[src/rtl/back1_cpu_vbus_master_if.sv]
// CPU request/ack handshake and BACK1 video-bus pins shared by the CPU bridge and its environment.
interface back1_cpu_vbus_master_if;
  logic        cpu_req;
  logic        cpu_we;
  logic [12:0] cpu_addr;
  logic [7:0]  cpu_wdata;
  logic        cpu_busy;
  logic        cpu_ack;
  logic [7:0]  cpu_rdata;
  logic        cpu_err;
  logic [7:0]  VD_out;
  logic [7:0]  VD_in;
  logic        V_C;
  logic [11:0] VA;
  logic        BACK1_VRAM_CSn;
  logic        VDG;
  logic        VOE;
  logic        VWE;
  logic        VRD;
  logic        B1SY;
  logic        B1SX;
  logic        B1Y8;
  logic        B1X8;
  logic [1:0]  B1_TILEBANK;

  modport master (
    input  cpu_req, cpu_we, cpu_addr, cpu_wdata, VD_in, V_C,
    output cpu_busy, cpu_ack, cpu_rdata, cpu_err, VD_out, VA,
           BACK1_VRAM_CSn, VDG, VOE, VWE, VRD, B1SY, B1SX, B1Y8, B1X8, B1_TILEBANK
  );

  modport slave (
    output cpu_req, cpu_we, cpu_addr, cpu_wdata, VD_in, V_C,
    input  cpu_busy, cpu_ack, cpu_rdata, cpu_err, VD_out, VA,
           BACK1_VRAM_CSn, VDG, VOE, VWE, VRD, B1SY, B1SX, B1Y8, B1X8, B1_TILEBANK
  );
endinterface

[src/rtl/back1_cpu_vbus_master.sv]
// CPU bridge to the BACK1 layer: scroll/control registers plus slot-arbitrated VRAM access.
// Optional macro BACK1_CPUIF_SLOT_TIMEOUT_EN aborts a VRAM access that never gets a CPU slot.
module back1_cpu_vbus_master (
  input  logic                    clk,
  input  logic                    VIDEO_RSTn,
  back1_cpu_vbus_master_if.master bus
);
  typedef enum logic [2:0] {
    IDLE, REG_SETUP, REG_STROBE, WAIT_SLOT, ACCESS, CAPTURE, DONE
  } state_t;

  state_t      state;
  logic [11:0] off_p0;
  logic [7:0]  wdata_p0;
  logic        we_p0;
  logic [7:0]  scroll_y;
  logic [7:0]  scroll_x;
  logic [7:0]  reg_rd;

`ifdef BACK1_CPUIF_SLOT_TIMEOUT_EN
  logic [7:0]  slot_cnt;
  logic        err_q;
  assign bus.cpu_err = err_q;
`else
  assign bus.cpu_err = 1'b0;
`endif

  // request capture: cpu_req is a one-cycle pulse, so the operands are held here
  always_ff @(posedge clk) begin
    if (state == IDLE && bus.cpu_req) begin
      off_p0   <= bus.cpu_addr[11:0];
      wdata_p0 <= bus.cpu_wdata;
      we_p0    <= bus.cpu_we;
    end
  end

  always_comb begin
    case (off_p0)
      12'd0:   reg_rd = scroll_y;
      12'd1:   reg_rd = scroll_x;
      12'd2:   reg_rd = {2'b00, bus.B1_TILEBANK, 2'b00, bus.B1X8, bus.B1Y8};
      default: reg_rd = 8'hFF;
    endcase
  end

  always_ff @(posedge clk or negedge VIDEO_RSTn) begin
    if (!VIDEO_RSTn) begin
      state              <= IDLE;
      bus.cpu_busy       <= 1'b0;
      bus.cpu_ack        <= 1'b0;
      bus.cpu_rdata      <= 8'hFF;
      scroll_y           <= 8'h00;
      scroll_x           <= 8'h00;
      bus.B1Y8           <= 1'b0;
      bus.B1X8           <= 1'b0;
      bus.B1_TILEBANK    <= 2'b00;
      bus.VA             <= 12'h000;
      bus.BACK1_VRAM_CSn <= 1'b1;
      bus.VDG            <= 1'b1;
      bus.VOE            <= 1'b1;
      bus.VWE            <= 1'b1;
      bus.VRD            <= 1'b0;
      bus.B1SY           <= 1'b0;
      bus.B1SX           <= 1'b0;
      bus.VD_out         <= 8'hFF;
`ifdef BACK1_CPUIF_SLOT_TIMEOUT_EN
      slot_cnt           <= 8'd0;
      err_q              <= 1'b0;
`endif
    end else begin
      bus.cpu_ack <= 1'b0;
      bus.B1SY    <= 1'b0;
      bus.B1SX    <= 1'b0;
      case (state)
        IDLE: begin
          if (bus.cpu_req) begin
            bus.cpu_busy <= 1'b1;
            if (bus.cpu_addr[12]) begin
              state <= REG_SETUP;
              if (bus.cpu_we && bus.cpu_addr[11:1] == 11'd0) bus.VD_out <= bus.cpu_wdata;
            end else begin
              state <= WAIT_SLOT;
`ifdef BACK1_CPUIF_SLOT_TIMEOUT_EN
              slot_cnt <= 8'd0;
`endif
            end
          end
        end
        REG_SETUP: begin
          if (!we_p0) begin
            bus.cpu_rdata <= reg_rd;
            bus.cpu_ack   <= 1'b1;
            state         <= DONE;
          end else if (off_p0 == 12'd0) begin
            scroll_y <= wdata_p0;
            bus.B1SY <= 1'b1;
            state    <= REG_STROBE;
          end else if (off_p0 == 12'd1) begin
            scroll_x <= wdata_p0;
            bus.B1SX <= 1'b1;
            state    <= REG_STROBE;
          end else begin
            if (off_p0 == 12'd2) begin
              bus.B1Y8        <= wdata_p0[0];
              bus.B1X8        <= wdata_p0[1];
              bus.B1_TILEBANK <= wdata_p0[5:4];
            end
            bus.cpu_ack <= 1'b1;
            state       <= DONE;
          end
        end
        REG_STROBE: begin
          bus.VD_out  <= 8'hFF;
          bus.cpu_ack <= 1'b1;
          state       <= DONE;
        end
        WAIT_SLOT: begin
          if (bus.V_C) begin
            state              <= ACCESS;
            bus.VA             <= off_p0;
            bus.BACK1_VRAM_CSn <= 1'b0;
            bus.VDG            <= 1'b0;
            bus.VRD            <= we_p0;
            bus.VWE            <= !we_p0;
            bus.VOE            <= we_p0;
            if (we_p0) bus.VD_out <= wdata_p0;
          end
`ifdef BACK1_CPUIF_SLOT_TIMEOUT_EN
          // count 254 marks the 255th cycle spent waiting for a slot
          else if (slot_cnt == 8'd254) begin
            bus.cpu_rdata <= 8'hFF;
            bus.cpu_ack   <= 1'b1;
            err_q         <= 1'b1;
            state         <= DONE;
          end else begin
            slot_cnt <= slot_cnt + 8'd1;
          end
`endif
        end
        ACCESS: begin
          if (we_p0) begin
            bus.BACK1_VRAM_CSn <= 1'b1;
            bus.VDG            <= 1'b1;
            bus.VOE            <= 1'b1;
            bus.VWE            <= 1'b1;
            bus.VRD            <= 1'b0;
            bus.VD_out         <= 8'hFF;
            bus.cpu_ack        <= 1'b1;
            state              <= DONE;
          end else begin
            state <= CAPTURE;
          end
        end
        CAPTURE: begin
          bus.cpu_rdata      <= bus.VD_in;
          bus.BACK1_VRAM_CSn <= 1'b1;
          bus.VDG            <= 1'b1;
          bus.VOE            <= 1'b1;
          bus.VWE            <= 1'b1;
          bus.VRD            <= 1'b0;
          bus.cpu_ack        <= 1'b1;
          state              <= DONE;
        end
        DONE: begin
          bus.cpu_busy <= 1'b0;
          state        <= IDLE;
`ifdef BACK1_CPUIF_SLOT_TIMEOUT_EN
          err_q        <= 1'b0;
`endif
        end
        default: state <= IDLE;
      endcase
    end
  end
endmodule

[src/flat_wrapper.sv]
// flat-port wrapper written by rule: the top's interface ports become plain ports
module back1_cpu_vbus_master_flat 
  (clk, VIDEO_RSTn, bus_cpu_req, bus_cpu_we, bus_cpu_addr, bus_cpu_wdata, bus_VD_in, bus_V_C, bus_cpu_busy, bus_cpu_ack, bus_cpu_rdata, bus_cpu_err, bus_VD_out, bus_VA, bus_BACK1_VRAM_CSn, bus_VDG, bus_VOE, bus_VWE, bus_VRD, bus_B1SY, bus_B1SX, bus_B1Y8, bus_B1X8, bus_B1_TILEBANK);
  back1_cpu_vbus_master_if bus_i ();
  input  logic clk;
  input  logic VIDEO_RSTn;
  input wire logic [$bits(bus_i.cpu_req)-1:0] bus_cpu_req;
  input wire logic [$bits(bus_i.cpu_we)-1:0] bus_cpu_we;
  input wire logic [$bits(bus_i.cpu_addr)-1:0] bus_cpu_addr;
  input wire logic [$bits(bus_i.cpu_wdata)-1:0] bus_cpu_wdata;
  input wire logic [$bits(bus_i.VD_in)-1:0] bus_VD_in;
  input wire logic [$bits(bus_i.V_C)-1:0] bus_V_C;
  output wire logic [$bits(bus_i.cpu_busy)-1:0] bus_cpu_busy;
  output wire logic [$bits(bus_i.cpu_ack)-1:0] bus_cpu_ack;
  output wire logic [$bits(bus_i.cpu_rdata)-1:0] bus_cpu_rdata;
  output wire logic [$bits(bus_i.cpu_err)-1:0] bus_cpu_err;
  output wire logic [$bits(bus_i.VD_out)-1:0] bus_VD_out;
  output wire logic [$bits(bus_i.VA)-1:0] bus_VA;
  output wire logic [$bits(bus_i.BACK1_VRAM_CSn)-1:0] bus_BACK1_VRAM_CSn;
  output wire logic [$bits(bus_i.VDG)-1:0] bus_VDG;
  output wire logic [$bits(bus_i.VOE)-1:0] bus_VOE;
  output wire logic [$bits(bus_i.VWE)-1:0] bus_VWE;
  output wire logic [$bits(bus_i.VRD)-1:0] bus_VRD;
  output wire logic [$bits(bus_i.B1SY)-1:0] bus_B1SY;
  output wire logic [$bits(bus_i.B1SX)-1:0] bus_B1SX;
  output wire logic [$bits(bus_i.B1Y8)-1:0] bus_B1Y8;
  output wire logic [$bits(bus_i.B1X8)-1:0] bus_B1X8;
  output wire logic [$bits(bus_i.B1_TILEBANK)-1:0] bus_B1_TILEBANK;
  assign bus_i.cpu_req = bus_cpu_req;
  assign bus_i.cpu_we = bus_cpu_we;
  assign bus_i.cpu_addr = bus_cpu_addr;
  assign bus_i.cpu_wdata = bus_cpu_wdata;
  assign bus_i.VD_in = bus_VD_in;
  assign bus_i.V_C = bus_V_C;
  assign bus_cpu_busy = bus_i.cpu_busy;
  assign bus_cpu_ack = bus_i.cpu_ack;
  assign bus_cpu_rdata = bus_i.cpu_rdata;
  assign bus_cpu_err = bus_i.cpu_err;
  assign bus_VD_out = bus_i.VD_out;
  assign bus_VA = bus_i.VA;
  assign bus_BACK1_VRAM_CSn = bus_i.BACK1_VRAM_CSn;
  assign bus_VDG = bus_i.VDG;
  assign bus_VOE = bus_i.VOE;
  assign bus_VWE = bus_i.VWE;
  assign bus_VRD = bus_i.VRD;
  assign bus_B1SY = bus_i.B1SY;
  assign bus_B1SX = bus_i.B1SX;
  assign bus_B1Y8 = bus_i.B1Y8;
  assign bus_B1X8 = bus_i.B1X8;
  assign bus_B1_TILEBANK = bus_i.B1_TILEBANK;
  back1_cpu_vbus_master u_core (.clk(clk), .VIDEO_RSTn(VIDEO_RSTn), .bus(bus_i));
endmodule
[config.mk]
export PLATFORM = sky130hd
export DESIGN_NAME = back1_cpu_vbus_master_flat
export DESIGN_NICKNAME = d
export VERILOG_FILES = /design/src/rtl/back1_cpu_vbus_master_if.sv /design/src/rtl/back1_cpu_vbus_master.sv /design/src/flat_wrapper.sv
export SDC_FILE = /design/constraint.sdc
export NUM_CORES = 1
export LEC_CHECK = 0
export BUFFER_PORTS_ARGS = -buffer_cell sky130_fd_sc_hd__clkbuf_2
export CAP_MARGIN = 15
export CORE_AREA = 2 2 87 89
export CTS_CLUSTER_DIAMETER = 60
export DETAILED_ROUTE_END_ITERATION = 10
export DIE_AREA = 0 0 89 91
export PLACE_DENSITY = 0.84
export SYNTH_ARGS = -nofsm -noshare
export SYNTH_HDL_FRONTEND = slang
export SYNTH_SLANG_ARGS = --single-unit
export TNS_END_PERCENT = 30
[constraint.sdc]
create_clock -name clk -period 2.45 [get_ports clk]
set_input_delay 0.6125 -clock clk [delete_from_list [all_inputs] [get_ports clk]]
set_output_delay 0.6125 -clock clk [all_outputs]
set_load 0.03 [all_outputs]
==> results of run 1 <==
==> how the worst max path moves through the flow <==
stage | startpoint | to | cells after the start
floorplan | u_core.state[2]$_DFFE_PN0P_ | u_core.off_p0[0]$_DFFE_PP_ | 3
global placement | bus_cpu_addr[2] | u_core.bus.VD_out[2]$_DFFE_PN1P_ | 5
detailed placement | bus_cpu_addr[2] | u_core.bus.VD_out[7]$_DFFE_PN1P_ | 5
CTS | u_core.off_p0[3]$_DFFE_PP_ | u_core.scroll_x[0]$_DFFE_PN0P_ | 4
global route | u_core.state[0]$_DFFE_PN0P_ | u_core.scroll_y[0]$_DFFE_PN0P_ | 4
finish | u_core.off_p0[7]$_DFFE_PP_ | u_core.scroll_x[0]$_DFFE_PN0P_ | 4
==> cells by family after synthesis <==
logic type / synth area share
DFF: 0.6128
and+or+nand+nor: 0.1195
AOI/OAI and AO/OA: 0.08888
muxes: 0.1508
buffers and inverters: 0.02699
other: 0.001078
==> metal layers <==
layer	vias to the layer above	global-route usage	routed length, um
met5	-	0	0
met2	80	0.3029	3545
met4	0	0.1020	250
li1	1154	-	-
met1	1196	0.2836	3354
met3	20	0.03545	399
==> critical path, cell delays in order (launching register included) <==
cell and delay (ns):
edfxtp_1 0.42, nor4_2 0.34, and4b_2 0.37, and3_1 0.47
mux2_2 0.39
==> layout by cell type (no fill, tap or decap), types with 3 or more instances in the layout <==
cell      count
o31ai_1       7
clkinv_1      3
inv_1         4
buf_4         6
a21oi_1      17
a211oi_1      5
nand3_1      11
mux2_2       31
nor2_1       17
o22ai_1       4
nand2b_1      3
mux2_1       12
edfxtp_1     21
o21ai_0       3
clkbuf_8     10
dfstp_2      19
mux2i_1       4
clkbuf_2     74
dfrtp_1      40
nand2_1      29
==> sequential cells by signal (all words and copies together), names as in the netlist <==
register and flops:
u_core.bus.B1SX 1, u_core.bus.B1SY 1, u_core.bus.B1X8 1, u_core.bus.B1Y8 1, u_core.bus.B1_TILEBANK 2, u_core.bus.BACK1_VRAM_CSn 1, u_core.bus.VA 12, u_core.bus.VD_out 8
u_core.bus.VOE 1, u_core.bus.VRD 1, u_core.bus.VWE 1, u_core.bus.cpu_ack 1, u_core.bus.cpu_busy 1, u_core.bus.cpu_rdata 8, u_core.off_p0 12, u_core.scroll_x 8
u_core.scroll_y 8, u_core.state 3, u_core.wdata_p0 8, u_core.we_p0 1
==> layout make-up <==
| type | count | share of cell area |
|---|---|---|
| tap | 99 | 0.02984 |
| timing repair buffer | 81 | 0.1049 |
| sequential | 80 | 0.5133 |
| clock inverter | 5 | 0.01115 |
| multi-input combinational | 175 | 0.3023 |
| inverter | 5 | 0.004521 |
| clock buffer | 11 | 0.03406 |
==> where the power goes <==
group          internal [mW]  leakage, nW  switching [mW]
combinational          0.638        0.872            1.26
sequential              1.85        0.925           0.270
clock                  0.487       0.0958           0.461
total                   2.97         1.89            1.99
==> stage by stage <==
| step | hold WS [ns] | area (um2) | utilization | setup WS (ns) | std cells |
|---|---|---|---|---|---|
| after global routing | 0.1229 | 4151 | 0.5817 | 0.1264 | 456 |
| final | 0.1154 | 4151 | 0.5817 | 0.3343 | 456 |
| after detailed placement | 0.4708 | 3964 | 0.5554 | 0.2144 | 440 |
| after CTS | 0.1200 | 4151 | 0.5817 | 0.3379 | 456 |
| after global placement | 0.4630 | 3964 | 0.5554 | 0.2904 | 440 |
| after floorplan | 0.3169 | 3477 | - | 0.2351 | 274 |
==> metrics.md, run 1 <==
| Metric | Value |
|---|---|
| Outcome | `completed` |
| CTS resizes | `0` |
| Tot GR Track Use | `0.2027` |
| Rows | `31` |
| Worst Path Arrival | `between 2 and 2.5 ns` |
| Drt pass-1 iters | `4` |
| Number of antenna-violating nets in the routed design | `0` |
| # nets final | `roughly 390` |
| CTS Sinks | `80` |
| Top-area cell type share of the netlist area | `0.2879` |
| Setup repair bufs after CTS | `0` |
| Ports | `76` |
| Clk_lat worst skew | `roughly 0.35 ns` |
| Syn Std Cell Area | `3477 um2` |
| Post-synth top flop | `dfrtp_1` |
| Period Utilization, post-route | `0.8636` |
| Initial antenna violation count | `0` |
| Die area | `a little over 8000 um2` |
| Share of the yosys chip area belonging to registers | `0.6128` |
| CP endpoint kind | `flip-flop` |
| Average size of a mapped cell | `12.69 um2` |
| Reg area | `2131 um2` |
| Clk slew on worst S/H paths | `0.08 ns` |
| FILL cells | `611` |
| Leading area contributor after synthesis | `dfrtp_1` |
| Die width | `between 80 and 90 um` |
| CP max FO | `9` |
| FMAX | `472.7 MHz` |
| DP HPWL | `about 5500 um` |
| Gr ovfl total | `0` |
| Vert. Die Dim | `91 um` |
| Vias in the first global route | `about 2500` |
| Leakage | `1.893 nW` |
| Largest net degree at the start of global routing | `32` |
| Post-synth EDFFs | `21` |
| Worst r2r path cells | `4` |
| WP data required | `between 2 and 3 ns` |
| Slew margin rel. | `0.6562` |
| Final-report hold violation count | `0` |
| Reg2reg start | `u_core.off_p0[7]$_DFFE_PP_` |
| Netlist cell types | `47` |
| Mapped Cells | `between 200 and 300` |
| Most common cell in the synthesized netlist | `dfrtp_1` |
| Layout cells sized above 1 | `0.4286` |
| Max VDD drop | `0.4141 mV` |
| Share of flip-flops with an asynchronous set or reset | `0.7375` |
| CTS Buffer Depth | `2` |
| Root buffer cell | `clkbuf_8` |
| Slew Limit Fails | `0` |
| Final Power | `between 4 and 5 mW` |
| MaxCap Viol Count | `0` |
| Crit Path Class | `flip-flop to flip-flop` |
| Pwr Density | `1195 nW/um2` |
| CP Launch Type | `flip-flop` |
| Iter 0 DRT Violations | `210` |
| Hold WC Path Type | `primary input to asynchronous set/reset pin` |
| Area growth, synth to finish | `19.40%` |
| Via count | `2450` |
| Fin Clk Skew | `0.005871 ns` |
| Wire per inst | `16.56 um` |
| Total negative slack | `0 ns` |
| CTS Buf Count | `9` |
| RSZ-0062 raised after global routing | `false` |
| Final Critical Period | `between 2 and 2.5 ns` |
| R2R Path End | `u_core.scroll_x[0]$_DFFE_PN0P_` |
| Tightest Pin Transition | `0.5139 ns` |
| Yosys warns | `0` |
| Inserted Diodes | `0` |
| Htree depth | `3` |
| Core Region | `7137 um2` |
| Starting Density | `0.4872` |
| Port bufs | `74` |
| Synth Register Bits | `80` |
| Drt drc | `0` |
| Final GP Congestion | `between 0.8 and 0.9` |
| Net Count, Synth | `308` |
| CTS tree | `yes` |
| Synth area leaders | `dfrtp_1 (29%), edfxtp_1 (18%), dfstp_2 (14%), mux2_2 (10%), mux2_1 (3.9%)` |
| Most common library cells after synthesis | `dfrtp_1 (40), mux2_2 (31), nand2_1 (29)` |
| DRT Wirelength | `7550 um` |
| CTS Hold Bufs | `0` |
| Worst reg-to-reg setup slack | `0.33 ns` |
| Post-DR vias/cell | `5.373` |
| First-pass GRT wire length | `roughly 12000 um` |
| Final setup fails | `0` |
| Footprint of the multi-input gates | `~1300 um2` |
Note: power is estimated with default switching activity, not from simulation.
==> run 2: changes to the inputs <==
- PLACE_DENSITY: 0.84 -> 0.73
==> run 2 against run 1 <==
Net effect:
- routed wire length shrank 4.5%
- critical path depth is the same
- fmax grew 0.62%
- worst hold slack gained 0.14 ns
- non-clock buffer count is the same
- clock skew grew 0.0062 ns
- global-route usage shrank 1.4 points
- core utilization is essentially flat
- sequential power is essentially flat
- largest power group unchanged
==> metrics.md, run 2 (same netlist as run 1, synthesis figures left out) <==
| Metric | Value |
|---|---|
| Fin area | `4154 um2 (about the same)` |
| Final-report hold violation count | `0 (unchanged)` |
| Area growth, synth to finish | `19.47% (about the same)` |
| Initial antenna violation count | `0 (unchanged)` |
| Crit Path Class | `flip-flop to flip-flop` |
| Gr ovfl total | `0 (unchanged)` |
| Rows | `31 (unchanged)` |
| Clk_lat worst skew | `0.36 ns (about the same)` |
| Final Power | `4.950 mW (-0.23%)` |
| Worst r2r path cells | `4 (unchanged)` |
| CTS Buf Count | `9 (unchanged)` |
| First-pass GRT wire length | `11450 um (-8.3%)` |
| Worst Path Arrival | `2.34 ns (about the same)` |
| Setup ws final | `0.3473 ns (+0.01305 ns)` |
| Vias in the first global route | `2252 (-10%)` |
| Layout cells sized above 1 | `0.4342 (+0.005602)` |
| Drt pass-1 iters | `4 (unchanged)` |
| Tot GR Track Use | `0.1885 (-0.01421)` |
| Max VDD drop | `0.4206 mV (+1.6%)` |
| Slew margin rel. | `0.6223 (-0.03384)` |
| WP data required | `2.69 ns (about the same)` |
| CP Launch Type | `flip-flop` |
| Outcome | `completed` |
| CP delay by family, top | `simple AND/OR/NAND/NOR gates` |
| Starting Density | `0.4872 (unchanged)` |
| Largest net degree at the start of global routing | `60 (+88%)` |
| CP max FO | `9 (unchanged)` |
| Buffers & Inverters on Critical Path | `0 (unchanged)` |
| Die width | `89 um (unchanged)` |
| Critical Path Max Stage Delay | `0.46 ns (about the same)` |
| Fin Clk Skew | `0.01209 ns (+0.006219 ns)` |
| Slew Limit Fails | `0 (unchanged)` |
| Slowest-stage cell, CP | `and3_1` |
| Htree depth | `3 (unchanged)` |
| CTS Sinks | `80 (unchanged)` |
| Largest regs | `u_core.bus.VA x12, u_core.off_p0 x12` |
| CP endpoint kind | `flip-flop` |
| CTS Hold Bufs | `0 (unchanged)` |
| Root buffer cell | `clkbuf_8` |
| CTS Buffer Depth | `2 (unchanged)` |
| Pwr Density | `1192 nW/um2 (-0.29%)` |
| Final Critical Period | `2.103 ns (-0.01305 ns)` |
| MaxCap Viol Count | `0 (unchanged)` |
| RSZ-0062 raised after global routing | `false` |
| DP HPWL | `5169 um (-5.4%)` |
| Period Utilization, post-route | `0.8582 (-0.005327)` |
| Via count | `2371 (-3.2%)` |
| Iter 0 DRT Violations | `126 (-40%)` |
| Wire per inst | `15.82 um (-4.5%)` |
| Worst reg-to-reg setup slack | `0.35 ns (about the same)` |
| Inserted Diodes | `0 (unchanged)` |
| Final GP Congestion | `0.8324 (+2.4%)` |
| Vert. Die Dim | `91 um (unchanged)` |
| Most frequent cells in the layout | `clkbuf_2 (74), dfrtp_1 (40), mux2_2 (31), nand2_1 (29), edfxtp_1 (21)` |
| Leakage | `1.897 nW (+0.20%)` |
| FMAX | `475.6 MHz (+0.62%)` |
| Core Region | `7137 um2 (unchanged)` |
| Port bufs | `74 (unchanged)` |
| Number of antenna-violating nets in the routed design | `0 (unchanged)` |
| Final setup fails | `0 (unchanged)` |
| Post-Place Worst Slack | `0.2199 ns (+0.005551 ns)` |
| Total negative slack | `0 ns (unchanged)` |
| Post-DR vias/cell | `5.200 (-3.2%)` |
| Hold WC Path Type | `primary input to asynchronous set/reset pin` |
| # nets final | `386 (unchanged)` |
| Die area | `8099 um2 (unchanged)` |
| Ports | `76 (unchanged)` |
| DP Area | `3964 um2 (unchanged)` |
| Reg2reg start | `u_core.off_p0[3]$_DFFE_PP_` |
| Setup repair bufs after CTS | `0 (unchanged)` |
| CTS resizes | `0 (unchanged)` |
| Commonest non-fill, non-tap cell in the layout | `clkbuf_2` |
| R2R Path End | `u_core.scroll_x[0]$_DFFE_PN0P_` |
| DRT Wirelength | `7214 um (-4.5%)` |
| Clk slew on worst S/H paths | `0.08 ns (about the same)` |
| CTS tree | `yes` |
| Tightest Pin Transition | `0.5644 ns (+0.05057 ns)` |
| Cells along the critical path | `nor4_4 > and4b_2 > and3_1 > mux2_2` |
| Drt drc | `0 (unchanged)` |
[run 2: cell types whose count changed in the layout (fill, tap and decap cells not counted)]
cell,delta
clkinv_2,+2
clkinv_1,-3
clkbuf_1,+1
[run 2: area by class of cell]
cell class | count | area (um2)
flip-flops and latches | 80 | 2131
clock inverters | 4 | 45.04
well taps | 99 | 123.9
multi-input cells | 175 | 1255
repair buffers | 81 | 435.4
fillers | 649 | 2983
inverters | 5 | 18.77
clock buffers | 12 | 145.1
[run 2: where the power goes]
group | total, mW | internal, mW | leakage (nW) | switching (mW)
logic | 1.89 | 0.644 | 0.872 | 1.24
registers | 2.11 | 1.85 | 0.925 | 0.260
clock network | 0.953 | 0.494 | 0.100 | 0.459
[run 2: per-stage QoR]
step           utilization  std cells  hold slack [ns]
3_5_place_dp        0.5554        440           0.4704
2_1_floorplan            -        274           0.3169
5_1_grt             0.5820        456           0.2734
3_3_place_gp        0.5554        440           0.4646
4_1_cts             0.5820        456           0.2637
6_report            0.5820        456           0.2574
[run 2: layer usage]
layer | track usage | part of all wire
met1 | 0.2695 | 0.48
met2 | 0.2780 | 0.46
met3 | 0.03000 | 0.038
met4 | 0.09328 | 0.023
met5 | 0 | 0
[run 2: worst max-delay path by stage]
stage	endpoint	cells past startpoint	start
final	u_core.scroll_x[0]$_DFFE_PN0P_	4	u_core.off_p0[3]$_DFFE_PP_
after global routing	u_core.scroll_x[4]$_DFFE_PN0P_	4	u_core.off_p0[3]$_DFFE_PP_
after CTS	u_core.scroll_x[0]$_DFFE_PN0P_	4	u_core.off_p0[3]$_DFFE_PP_
after detailed placement	u_core.bus.VD_out[7]$_DFFE_PN1P_	5	bus_cpu_addr[2]
after global placement	u_core.bus.VD_out[2]$_DFFE_PN1P_	5	bus_cpu_addr[2]
after floorplan	u_core.off_p0[0]$_DFFE_PP_	3	u_core.state[2]$_DFFE_PN0P_
